File: src/rtl/bufr_mmcme.sv
// bufr_mmcme: fabric clock divider, out = clk / DIVISOR, phase anchored to reset release.
// Defining BUFR_MMCME_LOCKED_EN adds a registered locked output.
module bufr_mmcme #(
   parameter real DIVISOR = 16.0
) (
   input  logic clk,
   input  logic rst,
`ifdef BUFR_MMCME_LOCKED_EN
   output logic locked,
`endif
   output logic out
);

   localparam int N  = int'(DIVISOR);
   localparam int PW = (N < 2) ? 1 : $clog2(N);
   localparam logic [PW-1:0] LAST = PW'(N - 1);
   localparam logic [PW-1:0] HALF = PW'(N / 2);

   generate
      if (N < 2 || N > 128 || real'(N) != DIVISOR) begin : g_bad_divisor
         $error("bufr_mmcme: DIVISOR must be an integer value in 2..128");
      end
   endgenerate

   logic [PW-1:0] ph_reg = '0;
   logic [PW-1:0] ph_next;
   logic          run_reg = 1'b0;
   logic          run_next;
   logic          out_reg = 1'b0;
   logic          out_next;
   logic          wrap;

   // ph_next equals k mod N and run_next means k >= N for the edge being taken,
   // so at k=1 out_next is always 0 (run cannot be set before the first wrap).
   always_comb begin
      wrap     = (ph_reg == LAST);
      ph_next  = wrap ? '0 : ph_reg + 1'b1;
      run_next = run_reg | wrap;
      out_next = run_next && (ph_next < HALF);
   end

   // Toggling out while rst is held gives out-domain logic edges to reset on.
   always_ff @(posedge clk) begin
      if (rst) begin
         ph_reg  <= '0;
         run_reg <= 1'b0;
         out_reg <= ~out_reg;
      end else begin
         ph_reg  <= ph_next;
         run_reg <= run_next;
         out_reg <= out_next;
      end
   end

   assign out = out_reg;

`ifdef BUFR_MMCME_LOCKED_EN
   logic locked_reg = 1'b0;

   always_ff @(posedge clk) begin
      if (rst) begin
         locked_reg <= 1'b0;
      end else begin
         locked_reg <= run_next;
      end
   end

   assign locked = locked_reg;
`endif

endmodule

File: config.mk
export PLATFORM = sky130hd
export DESIGN_NAME = bufr_mmcme
export DESIGN_NICKNAME = d
export VERILOG_FILES = /design/src/rtl/bufr_mmcme.sv
export SDC_FILE = /design/constraint.sdc
export NUM_CORES = 1
export LEC_CHECK = 0
export CAP_MARGIN = 40
export CORE_AREA = 5 5 42 44
export CTS_CLUSTER_SIZE = 24
export DETAILED_ROUTE_END_ITERATION = 7
export DIE_AREA = 0 0 47 49
export SYNTH_ARGS = -nofsm -noshare
export SYNTH_HDL_FRONTEND = slang
export SYNTH_SLANG_ARGS = --single-unit
File: constraint.sdc
create_clock -name clk -period 1.4 [get_ports clk]
set_input_delay 0.42 -clock clk [delete_from_list [all_inputs] [get_ports clk]]
set_output_delay 0.42 -clock clk [all_outputs]
set_load 0.005 [all_outputs]
==> impl_metrics.py <==
metrics = {
    "sta": {
        "rsz0062_at_grt": "no",
        "post-route-period-util_pct": 91.5,
        "max_freq_mhz": 781,
        "min_period_ns": 1.28,
        "setup_slack_ns": 0.120,
        "hold_viol_final": 0,
        "tightestPinTransition_ns": 0.203,
        "final.setup_skew_ns": 0.00129,
        "setup_viol": 0,
        "relSlewSlack_pct": 86.5,
        "slew_violations": 0,
    },
    "clocking": {
        "cts_root_buf": "clkbuf_4",
        "clock_latency_ns": 0.24,
        "ctsHtreeMaxLevel": 1,
        "clock_sinks": 6,
        "cts_tree": "done",
        "clk_pin_slew_ns": 0.04,
        "clock_path_buffers": 2,
        "numCtsBuffers": 3,
    },
    "placement": {
        "gp_congestion": 0.610,
        "place_hpwl_um": 322,
        "place_ws_ns": -0.138,
        "portBuffers": 2,
        "place_area_sq_um": 298,
    },
    "route": {
        "drt-total-wl_um": 431,
        "dr.pass1.iters": 4,
        "drt_iter0_drc": 5,
        "ant_nets": 0,
        "wl_per_cell_um": 8.98,
        "vias": 195,
        "via_per_inst": 4.06,
        "drc": 0,
    },
    "critical_path": {
        "critPathMaxFanout": 4,
        "worstRegToRegCells": 4,
        "worstSetupEndpointType": "flip-flop",
        "critPathArrivalTime_ns": 1.41,
        "critical_path_class": "input pin to flip-flop",
        "setup.worst_path.start": "rst",
        "critPathCapture": "out",
        "crit_chain": "clkdlybuf4s50_1 -> or2_4 -> a41oi_2 -> o21ai_1",
        "worst_r2r_endpoint": "out",
        "startpoint_type": "input pin",
        "crit_cells": 4,
        "worst-r2r-setup-slack_ns": 0.31,
        "rr_startpoint": "ph_reg[0]",
        "slowest_delay_ns": 0.47,
        "cp_num_buf_inv": 1,
        "cpLargestDelayFamily": "buffers and inverters",
        "slowest_stage": "clkdlybuf4s50_1",
        "worstPathRequired_ns": 1.53,
    },
    "grt": {
        "grt-busiest-layer": "met4",
        "grt_overflow_total": 0,
        "grt_use_met1_pct": 5.97,
        "grt_max_degree": 6,
        "grt.met3_usage_pct": 3.32,
        "antenna_found_initial": 0,
        "first_global_vias": 153,
        "grt_first_pass_wirelength_um": 696,
        "grt_use_met2_pct": 4.30,
        "grt_util_all_layers_pct": 4.94,
    },
    "cells_and_area": {
        "final_common_cell": "dfxtp_1",
        "largest_reg_flops": 4,
        "antenna_cells": 0,
        "num-nets-final": 37,
        "final_cell_mix": "dfxtp_1 (6), nor2_1 (4), clkbuf_4 (3)",
        "fin_util_pct": 22.8,
        "final_layout_size_suffix_gt1_share_pct": 21.9,
        "final_area_sq_um": 319,
        "area_growth_pct": 25.6,
    },
    "hold_path": {
        "hold_class": "flip-flop to flip-flop",
        "worst_hold_startpoint": "run_reg",
    },
    "floorplanning": {
        "initial_core_util_pct": 18.1,
        "rows": 14,
        "pin_count": 3,
        "die_h_um": 49,
        "chipWidth_um": 47,
        "core_area_sq_mm": 0.00140,
        "dieArea_sq_mm": 0.00230,
    },
    "flow_run": {
        "maxCapViolations": 0,
    },
    "synthesis": {
        "netlist_area_sq_um": 254,
        "yosysUniqueCellTypes": 16,
        "yosys-top-cells-area": "dfxtp_1 (47%), a41oi_2 (6.4%), nor2_1 (5.9%), ha_1 (4.9%), buf_6 (4.4%)",
        "yosysWarnings": 0,
        "syn_area_per_cell_sq_um": 9.77,
        "synth_seq_area_share_pct": 47.3,
        "ys_ff_latch": 6,
        "synth_top_cell_by_area": "dfxtp_1",
        "yosys.area.top_type_share_pct": 47.3,
        "syn_nets": 29,
        "syn_inst": 26,
    },
    "pwr": {
        "peakVddDrop_mv": 0.323,
        "p_per_area_mw_per_mm2": 1200,
        "power_uw": 384,
        "leakagePower_nw": 0.119,
    },
    "run_status": {
        "status": "complete, no violations",
    },
}
-- where the power goes --
group	switching (mW)	total [mW]	internal [mW]
clock network	0.0600	0.157	0.0968
registers	0.0105	0.192	0.181
logic	0.0139	0.0352	0.0213
total	0.0843	0.384	0.299
-- synthesized netlist by cell type --
cell type,instances
a21oi_1,1
a31oi_1,1
a41oi_2,1
and3_1,1
buf_6,1
dfxtp_1,6
ha_1,1
nand2_1,2
nor2_1,4
nor2b_1,1
nor3_1,2
nor3b_1,1
o211ai_1,1
o21ai_1,1
or2_4,1
xnor2_1,1
-- cell families (layout without fill, tap and decap cells) --
group	count (synthesis)	in the layout	share of synthesized area [%]
flip-flops	6	6	47.3
XOR/XNOR	1	1	3.45
buffers and inverters	1	7	4.43
AO/OA/AOI/OAI	5	5	15.8
adder cells (fa/ha/maj)	1	1	4.93
AND/OR/NAND/NOR	12	12	24.1
-- per-stage QoR --
step | cells | TNS (ns) | hold WS (ns)
2_1_floorplan | 26 | 0 | 0.442
3_3_place_gp | 45 | -0.126 | 0.454
3_5_place_dp | 45 | -0.138 | 0.468
4_1_cts | 48 | 0 | 0.478
5_1_grt | 48 | 0 | 0.495
6_report | 48 | 0 | 0.474
-- worst min-delay path by stage --
| stage | end | slack [ns] | cells after the start |
|---|---|---|---|
| finish | run_reg | 0.47 | 2 |
| global route | run_reg | 0.50 | 2 |
| CTS | run_reg | 0.48 | 2 |
| detailed placement | run_reg | 0.47 | 2 |
| global placement | run_reg | 0.45 | 2 |
| floorplan | run_reg | 0.44 | 2 |
-- repair_timing --
action / CTS / global route
setup buffers: 0 / 0
hold buffers: 0 / 0
resized for setup: 1 / 0
endpoints found under the setup margin: 1 / 0
-- routing by layer --
| metal | vias up | routed length, um |
|---|---|---|
| met5 | - | 0 |
| met4 | 0 | 0 |
| met3 | 0 | 39 |
| met2 | 7 | 183 |
| met1 | 85 | 208 |
| li1 | 103 | - |
-- worst register-to-register path, stage by stage (launching register included) --
cell and delay (ns):
dfxtp_1 0.35, ha_1 0.26, nor2b_1 0.15, a41oi_2 0.14, o21ai_1 0.07
-- cell type report --
cell class | count | area, sq um
fill | 169 | 1080
multi-input combinational | 19 | 123
sequential | 6 | 120
timing repair buffer | 4 | 33.8
clock buffer | 3 | 22.5
tap | 16 | 20.0
Note: power is estimated with default switching activity, not from simulation.
